$ cat config.mk
export PLATFORM = sky130hd
export DESIGN_NAME = uart_tx_arbiter_flat
export DESIGN_NICKNAME = d
export VERILOG_FILES = /design/src/rtl/uart_tx_arbiter_if.sv /design/src/rtl/uart_tx_arbiter.sv /design/src/flat_wrapper.sv
export SDC_FILE = /design/constraint.sdc
export NUM_CORES = 1
export LEC_CHECK = 0
export ABC_AREA = 1
export CORE_MARGIN = 2
export CORE_UTILIZATION = 48
export DETAILED_ROUTE_END_ITERATION = 12
export PLACE_DENSITY = 0.86
export SYNTH_ARGS = -nofsm -noshare
export SYNTH_HDL_FRONTEND = slang
export SYNTH_SLANG_ARGS = --single-unit
$ cat constraint.sdc
create_clock -name clk -period 5.2 [get_ports clk]
set_input_delay 0.52 -clock clk [delete_from_list [all_inputs] [get_ports clk]]
set_output_delay 0.52 -clock clk [all_outputs]
set_load 0.01 [all_outputs]
$ cat src/rtl/uart_tx_arbiter_if.sv
// Handshake bundle between four byte requesters, the arbiter and a shared UART transmitter.
// The arbiter uses the slave modport; the surrounding environment uses master.
interface uart_tx_arbiter_if;
  logic [3:0]  req;
  logic [31:0] req_data;
  logic        err_clr;
  logic        tx_busy;
  logic        tx_start;
  logic [7:0]  tx_data;
  logic [3:0]  grant_ack;
  logic [1:0]  active_id;
  logic        ctrl_busy;
  logic        timeout_err;

  modport slave (
    input  req, req_data, err_clr, tx_busy,
    output tx_start, tx_data, grant_ack, active_id, ctrl_busy, timeout_err
  );

  modport master (
    output req, req_data, err_clr, tx_busy,
    input  tx_start, tx_data, grant_ack, active_id, ctrl_busy, timeout_err
  );
endinterface

$ cat src/rtl/uart_tx_arbiter.sv
// Round-robin arbiter sharing one UART transmitter among four requesters.
// Issues a one-cycle start/ack and then tracks tx_busy high and low, with a timeout on the rise.
module uart_tx_arbiter #(
  parameter int BUSY_TIMEOUT = 16
) (
  input  logic              clk,
  input  logic              rst_n,
  uart_tx_arbiter_if.slave  bus
);

  localparam int CNT_W = $clog2(BUSY_TIMEOUT + 1);

  localparam logic [1:0] IDLE    = 2'd0;
  localparam logic [1:0] ISSUE   = 2'd1;
  localparam logic [1:0] WAIT_HI = 2'd2;
  localparam logic [1:0] WAIT_LO = 2'd3;

  logic [1:0]       state_q, state_d;
  logic             tx_start_q, tx_start_d;
  logic [7:0]       tx_data_q, tx_data_d;
  logic [3:0]       grant_ack_q, grant_ack_d;
  logic [1:0]       active_id_q, active_id_d;
  logic [1:0]       last_winner_q, last_winner_d;
  logic             timeout_err_q, timeout_err_d;
  logic [CNT_W-1:0] cnt_q, cnt_d;

  logic [1:0]       winner;
  logic [1:0]       cand;
  logic             found;
  logic [CNT_W-1:0] cnt_inc;

  // Search starts one past the previous winner; i == 4 wraps back onto it.
  always_comb begin
    winner = last_winner_q;
    cand   = '0;
    found  = 1'b0;
    for (int i = 1; i <= 4; i++) begin
      cand = last_winner_q + 2'(i);
      if (!found && bus.req[cand]) begin
        winner = cand;
        found  = 1'b1;
      end
    end
  end

  assign cnt_inc = cnt_q + CNT_W'(1);

  always_comb begin
    state_d       = state_q;
    tx_start_d    = 1'b0;
    tx_data_d     = tx_data_q;
    grant_ack_d   = 4'b0000;
    active_id_d   = active_id_q;
    last_winner_d = last_winner_q;
    timeout_err_d = timeout_err_q;
    cnt_d         = cnt_q;

    if (bus.err_clr) begin
      timeout_err_d = 1'b0;
    end

    case (state_q)
      IDLE: begin
        if ((|bus.req) && !bus.tx_busy) begin
          state_d       = ISSUE;
          tx_start_d    = 1'b1;
          grant_ack_d   = 4'b0001 << winner;
          tx_data_d     = bus.req_data[{winner, 3'b000} +: 8];
          active_id_d   = winner;
          last_winner_d = winner;
        end
      end
      ISSUE: begin
        state_d = WAIT_HI;
        cnt_d   = '0;
      end
      WAIT_HI: begin
        if (bus.tx_busy) begin
          state_d = WAIT_LO;
        end else if (cnt_inc == CNT_W'(BUSY_TIMEOUT)) begin
          // A timeout outranks a simultaneous err_clr.
          state_d       = IDLE;
          timeout_err_d = 1'b1;
          cnt_d         = cnt_inc;
        end else begin
          cnt_d = cnt_inc;
        end
      end
      WAIT_LO: begin
        if (!bus.tx_busy) begin
          state_d = IDLE;
        end
      end
      default: begin
        state_d = IDLE;
      end
    endcase
  end

  always_ff @(posedge clk or negedge rst_n) begin
    if (!rst_n) begin
      state_q       <= IDLE;
      tx_start_q    <= 1'b0;
      tx_data_q     <= 8'h00;
      grant_ack_q   <= 4'b0000;
      active_id_q   <= 2'd0;
      last_winner_q <= 2'd3;
      timeout_err_q <= 1'b0;
      cnt_q         <= '0;
    end else begin
      state_q       <= state_d;
      tx_start_q    <= tx_start_d;
      tx_data_q     <= tx_data_d;
      grant_ack_q   <= grant_ack_d;
      active_id_q   <= active_id_d;
      last_winner_q <= last_winner_d;
      timeout_err_q <= timeout_err_d;
      cnt_q         <= cnt_d;
    end
  end

  assign bus.tx_start    = tx_start_q;
  assign bus.tx_data     = tx_data_q;
  assign bus.grant_ack   = grant_ack_q;
  assign bus.active_id   = active_id_q;
  assign bus.timeout_err = timeout_err_q;
  assign bus.ctrl_busy   = (state_q != IDLE);

endmodule

$ cat src/flat_wrapper.sv
// flat-port wrapper written by rule: the top's interface ports become plain ports
module uart_tx_arbiter_flat 
#(
  parameter int BUSY_TIMEOUT = 16
)
  (clk, rst_n, bus_req, bus_req_data, bus_err_clr, bus_tx_busy, bus_tx_start, bus_tx_data, bus_grant_ack, bus_active_id, bus_ctrl_busy, bus_timeout_err);
  uart_tx_arbiter_if bus_i ();
  input  logic clk;
  input  logic rst_n;
  input wire logic [$bits(bus_i.req)-1:0] bus_req;
  input wire logic [$bits(bus_i.req_data)-1:0] bus_req_data;
  input wire logic [$bits(bus_i.err_clr)-1:0] bus_err_clr;
  input wire logic [$bits(bus_i.tx_busy)-1:0] bus_tx_busy;
  output wire logic [$bits(bus_i.tx_start)-1:0] bus_tx_start;
  output wire logic [$bits(bus_i.tx_data)-1:0] bus_tx_data;
  output wire logic [$bits(bus_i.grant_ack)-1:0] bus_grant_ack;
  output wire logic [$bits(bus_i.active_id)-1:0] bus_active_id;
  output wire logic [$bits(bus_i.ctrl_busy)-1:0] bus_ctrl_busy;
  output wire logic [$bits(bus_i.timeout_err)-1:0] bus_timeout_err;
  assign bus_i.req = bus_req;
  assign bus_i.req_data = bus_req_data;
  assign bus_i.err_clr = bus_err_clr;
  assign bus_i.tx_busy = bus_tx_busy;
  assign bus_tx_start = bus_i.tx_start;
  assign bus_tx_data = bus_i.tx_data;
  assign bus_grant_ack = bus_i.grant_ack;
  assign bus_active_id = bus_i.active_id;
  assign bus_ctrl_busy = bus_i.ctrl_busy;
  assign bus_timeout_err = bus_i.timeout_err;
  uart_tx_arbiter #(.BUSY_TIMEOUT(BUSY_TIMEOUT)) u_core (.clk(clk), .rst_n(rst_n), .bus(bus_i));
endmodule
==> flow_metrics.tcl, run 1 <==
set metrics [dict create \
    fp.dieH_um 60.7 \
    stdcell_area_um2 2140 \
    synth_top_area_cell "dfrtp_1" \
    diodes 0 \
    antenna_found_initial 0 \
    power.switching_uw 642 \
    cp_data_required_time_ns 5.43 \
    nNetsFinal 312 \
    p_leak_uw 0.00102 \
    rsz0062_at_grt "no" \
    yosys_warnings 0 \
    die_w_um 60.7 \
    netlist_area_um2 1550 \
    num_io_pins 57 \
    swShare 0.511 \
    tritoncts "built" \
    numPortBuffers 56 \
    core_region_area_um2 3050 \
    routed_wl_mm 3.82 \
    ys.flop_type "dfrtp_1" \
    cp_cell_sequence "clkdlybuf4s50_1 > o41ai_1 > nor2_1 > clkinv_1 > nand2_1 > nand2_1" \
    cts_root_buf "clkbuf_4" \
    maxCapViolCount 0 \
    cts-resized-gates 0 \
    grt_pass1_wl_mm 6.24 \
    dieArea_um2 3690 \
    power_density_nw_per_um2 586 \
    worstHoldPathType "register to register" \
    synthArstFlopShare 1.00 \
    seq_power_share 0.262 \
    tightest_slew_ns 1.03 \
    drtIter0Drc 130 \
    synthDominantCellAreaShare 0.372 \
    slowest_delay_ns 0.74 \
    clkTransAtPathRegs_ns 0.14 \
    area_delta_synth_final_pct 38.6 \
    placementRows 20 \
    place_ws_ns 2.46 \
    startpoint_type "input pin" \
    finalCritPeriodShare 0.475 \
    cts_inserted_buffers 3 \
    fin_tns_setup_ns 0 \
    fin_skew_ns 0.0139 \
    slew_viol_final 0 \
    gp_congestion 0.896 \
    yosysMostFrequentCell "nand2_1" \
    synthCells 215 \
    p_comb_frac 0.672 \
    drc 0 \
    drive_above_1_share 0.0778 \
    cts_sinks 25 \
    clk_latency_ns 0.32 \
    outcome "complete, no violations" \
    via_per_inst 5.18 \
    hold_violations 0 \
    crit_top_cell "nand2_1" \
    endpoint_kind "register" \
    cts_setup_buffers 0 \
    htreeDepth 1 \
    cp_slowest_cell "nor2_1" \
    postSynthRegisterBits 25 \
    place_hpwl_mm 2.88 \
    initial_core_util 0.506 \
    slew_headroom 0.311 \
    fin_crit_ns 2.47 \
    vias 1626 \
    ctsHoldBuffers 0 \
    setup_slack_ns 2.73 \
    yosysSeqAreaShare 0.406 \
    avgSynthCellArea_um2 7.19 \
    power.share.clock 0.066 \
    synth_nets 256 \
    final_antenna_net_count 0 \
    finalSetupViolCount 0 \
    maxClockFrequency_mhz 405 \
    synth_cell_types 25 \
    utilization 0.702 \
    clk_path_buf_depth 2 \
    placed_area_um2 2110 \
    grt_max_degree 26 \
    dr.pass1.iters 4 \
    grt_pass1_vias 1401 \
    synth_area_leaders "dfrtp_1 (37%), nand3_1 (19%), nand2_1 (17%), nand2_2 (3.6%), dfstp_2 (3.4%)" \
    p_int_uw 614 \
    peakVddDrop_v 0.000326 \
    synth_commonest_cells "nand2_1 (69), nand3_1 (60), dfrtp_1 (23), nor2_1 (13)" \
    wl_per_cell_um 12.2 \
    grt_usage 0.225 \
    grt.overflow.total 0 \
    critPathKind "input pin to register" \
    path_max_fanout 15 \
    synth-edff-count 0 \
    arrival_ns 2.69 \
]
[cell type report]
cell class / count / area [µm²]
fillers: 258 / 911
clock buffers: 3 / 22.5
repair buffers: 56 / 561
inverters: 13 / 48.8
well taps: 44 / 55.1
clock inverters: 1 / 5.00
flip-flops and latches: 25 / 628
multi-input cells: 172 / 822
[kinds of logic after synthesis]
group	after synthesis	synth area share
xor+xnor	2	0.0113
flops	25	0.406
simple gates	157	0.468
buf+inv	18	0.0615
fa+ha+maj	1	0.00810
compound gates	12	0.0445
[cell usage in the layout, fill, tap and decap left out, types with 3 or more instances in the layout]
cell              n
inv_1             9
nor2_1           13
nand3_1          60
dfrtp_1          23
a21oi_1           4
clkbuf_4          3
inv_2             3
nand2_2           9
clkdlybuf4s50_1  56
o21ai_0           6
nand2_1          69
[critical path, delay by kind of cell]
| kind | cells | cell delay (ns) |
|---|---|---|
| AO/OA/AOI/OAI | 1 | 0.11 |
| AND/OR/NAND/NOR | 3 | 0.98 |
| buffers and inverters | 2 | 1.08 |
[power groups by stage]
stage	Clock, µW	Sequential, µW	Combinational [µW]
6_report	83.4	329	844
4_1_cts	85.0	328	843
3_5_place_dp	0	330	841
2_1_floorplan	0	336	611
3_3_place_gp	0	332	826
5_1_grt	92.9	340	936
[sequential cells by signal, summed over array words and instances (netlist names)]
| register | count |
|---|---|
| u_core.last_winner_q | 2 |
| u_core.bus.tx_data | 8 |
| u_core.bus.tx_start | 1 |
| u_core.bus.timeout_err | 1 |
| u_core.cnt_q | 5 |
| u_core.bus.grant_ack | 4 |
| u_core.state_q | 2 |
| u_core.bus.active_id | 2 |
[layer usage]
| layer | global-route usage | part of all wire |
|---|---|---|
| met1 | 0.322 | 0.46 |
| met2 | 0.352 | 0.47 |
| met3 | 0.0448 | 0.059 |
| met4 | 0.0621 | 0.013 |
| met5 | 0 | 0 |
[path summary, 6_finish.rpt]
check / cells past startpoint / from / slack (ns) / endpoint
hold reg to reg: 2 / u_core.bus.tx_data[1] / 0.50 / u_core.bus.tx_data[1]
setup / recovery: 6 / bus_req[2] / 2.73 / u_core.bus.tx_data[2]
hold / removal: 2 / u_core.bus.tx_data[1] / 0.50 / u_core.bus.tx_data[1]
min in group asynchronous: 1 / rst_n / 0.75 / u_core.cnt_q[4]
setup reg to reg: 6 / u_core.state_q[0] / 2.88 / u_core.bus.tx_data[2]
max in group asynchronous: 1 / rst_n / 3.82 / u_core.bus.active_id[0]
[stage by stage]
stage                     hold slack, ns  instances  power, µW
final                              0.498        314       1260
after global routing               0.527        314       1370
after CTS                          0.498        314       1260
after detailed placement           0.464        310       1170
after global placement             0.463        310       1160
after floorplan                    0.224        215        946
Power figures use the tool's default switching activity.
==> run 2, diff against run 1 <==
- CORE_UTILIZATION: 48 -> 40
- PLACE_DENSITY: 0.86 -> 0.76
- clock period: 5.2 -> 2.1 ns (I/O delays scaled with it)
==> run 2 against run 1 <==
  * Register-to-register slack got worse by 2.7 ns
  * Clock skew decreased by 0.011 ns
  * Worst setup slack got worse by 2.6 ns
  * Count of clock-buffer cells in the layout increased by 1
  * Critical path depth increased by 6
  * First-iteration DRC count fell by 15%
  * Sequential share of layout area fell by 1.9 points
  * Sequential power increased by 140%
  * Flip-flop and latch count unchanged
  * Hold slack worse by 0.21 ns
  * Critical path type is now register to register
  * Critical endpoint is now u_core.bus.tx_data[0]
  * Largest power group unchanged
  * Highest routed layer unchanged
==> flow_metrics.tcl, run 2 (synthesis gave the netlist of run 1 again) <==
set metrics [dict create \
    outcome "complete, no violations" \
    ctsHoldBuffers 0 \
    dieArea_um2 4380 \
    die_w_um 66.2 \
    nFillCells 336 \
    swShare 0.497 \
    clk_path_buf_depth 2 \
    drtIter0Drc 110 \
    num_io_pins 57 \
    critPathKind "register to register" \
    antenna_found_initial 0 \
    grt_pass1_vias 1470 \
    final_common_cell "nand2_1" \
    reg2reg_from "u_core.last_winner_q[0]" \
    fin_skew_ns 0.00265 \
    diodes 0 \
    placementRows 22 \
    largest_reg_flops 8 \
    htreeDepth 1 \
    path_max_fanout 8 \
    grt_max_degree 26 \
    finalCritPeriodShare 0.935 \
    cts_sinks 25 \
    cp_slowest_cell "dfstp_2" \
    numPortBuffers 56 \
    nNetsFinal 323 \
    maxCapViolCount 0 \
    peakVddDrop_v 0.000806 \
    hold_violations 0 \
    arrival_ns 2.13 \
    area_delta_synth_final_pct 48.3 \
    fin_tns_setup_ns 0 \
    crit_top_cell "nand2_1" \
    startpoint_type "register" \
    cp_data_required_time_ns 2.27 \
    drive_above_1_share 0.135 \
    slew_viol_final 0 \
    p_comb_frac 0.695 \
    critPathTopFamily "simple AND/OR/NAND/NOR gates" \
    power.share.clock 0.081 \
    power.switching_uw 1770 \
    r2r_cells 12 \
    tritoncts "built" \
    place_hpwl_mm 3.14 \
    worstHoldPathType "input pin to async pin" \
    p_leak_uw 0.00109 \
    startpoint "u_core.last_winner_q[0]" \
    initial_core_util 0.419 \
    layout_common_cells "nand2_1 (65), nand3_1 (58), clkdlybuf4s50_1 (56), dfrtp_1 (23)" \
    slew_headroom 0.663 \
    drc 0 \
    core_region_area_um2 3690 \
    fp.dieH_um 66.2 \
    cp_cell_sequence "inv_2 > nand2_1 > nand2_2 > nand2_1 > nand2_2 > or2_1 > nand2_1 > nand2_1 > nand2_2 > nand3_1 > nand3_1 > nand2_1" \
    maxClockFrequency_mhz 509 \
    gp_congestion 0.755 \
    slowest_delay_ns 0.59 \
    seq_power_share 0.224 \
    p_int_uw 1790 \
    final_antenna_net_count 0 \
    wl_per_cell_um 13.2 \
    crit_buf_inv 1 \
    vias 1693 \
    routed_wl_mm 4.33 \
    finalSetupViolCount 0 \
    fin_crit_ns 1.96 \
    utilization 0.621 \
    clkTransAtPathRegs_ns 0.09 \
    endpoint_kind "register" \
    cts_inserted_buffers 3 \
    grt_pass1_wl_mm 6.71 \
    power_density_nw_per_um2 1550 \
    cts_root_buf "clkbuf_8" \
    crit_cells 12 \
    via_per_inst 5.15 \
    tightest_slew_ns 0.499 \
    grt.overflow.total 0 \
    clk_latency_ns 0.27 \
    grt_usage 0.194 \
    dr.pass1.iters 5 \
]
## run 2: cell count changes in the layout (fill, tap and decap cells not counted), moves of 2 or more
cell      change
nand2_2       +4
nand2_1       -4
nand2_4       +2
nand3_2       +2
clkbuf_8      +3
nand3_1       -2
clkbuf_4      -3
buf_4         +7
## run 2: path summary, 6_finish.rpt
kind	to	slack, ns
max	u_core.bus.tx_data[0]	0.14
min	u_core.bus.timeout_err	0.29
max reg2reg	u_core.bus.tx_data[0]	0.14
min reg2reg	u_core.bus.active_id[0]	0.49
max in group asynchronous	u_core.last_winner_q[0]	1.52
min in group clk	u_core.bus.active_id[0]	0.49
## run 2: power by group through the flow
stage / logic [µW] / registers, µW / clock network (µW)
detailed placement: 2250 / 811 / 0
global placement: 2220 / 819 / 0
CTS: 2260 / 808 / 292
floorplan: 1510 / 831 / 0
finish: 2470 / 798 / 287
global route: 2760 / 818 / 319
## run 2: per-stage QoR
stage,hold WS (ns),setup slack (ns),std cells,power (µW),area (µm²)
floorplan,-0.0856,0.406,215,2340,1550
global placement,0.463,0.0913,322,3040,2190
detailed placement,0.465,0.0769,322,3060,2190
CTS,0.303,0.0547,326,3360,2240
global route,0.315,-0.00199,329,3890,2290
finish,0.292,0.136,329,3560,2290
## run 2: repair_timing
item,4_1_cts,5_1_grt
setup buffers,0,1
gates resized for setup,0,11
setup endpoints to repair,0,10
## run 2: area by class of cell
type                            count  area, µm²  share of cell area
Clock buffer                        4       45.0              0.0197
Sequential cell                    25        628               0.274
Inverter                           13       48.8              0.0213
Tap cell                           48       60.1              0.0262
Timing Repair Buffer               65        644               0.281
Multi-Input combinational cell    174        865               0.377
## run 2: layer usage
layer  GRT usage  vias up  share of wire
met5           0        -              0
met4      0.0332        0         0.0042
met3      0.0256        4          0.061
met2       0.306       68           0.47
met1       0.287      771           0.46
li1            -      850              -
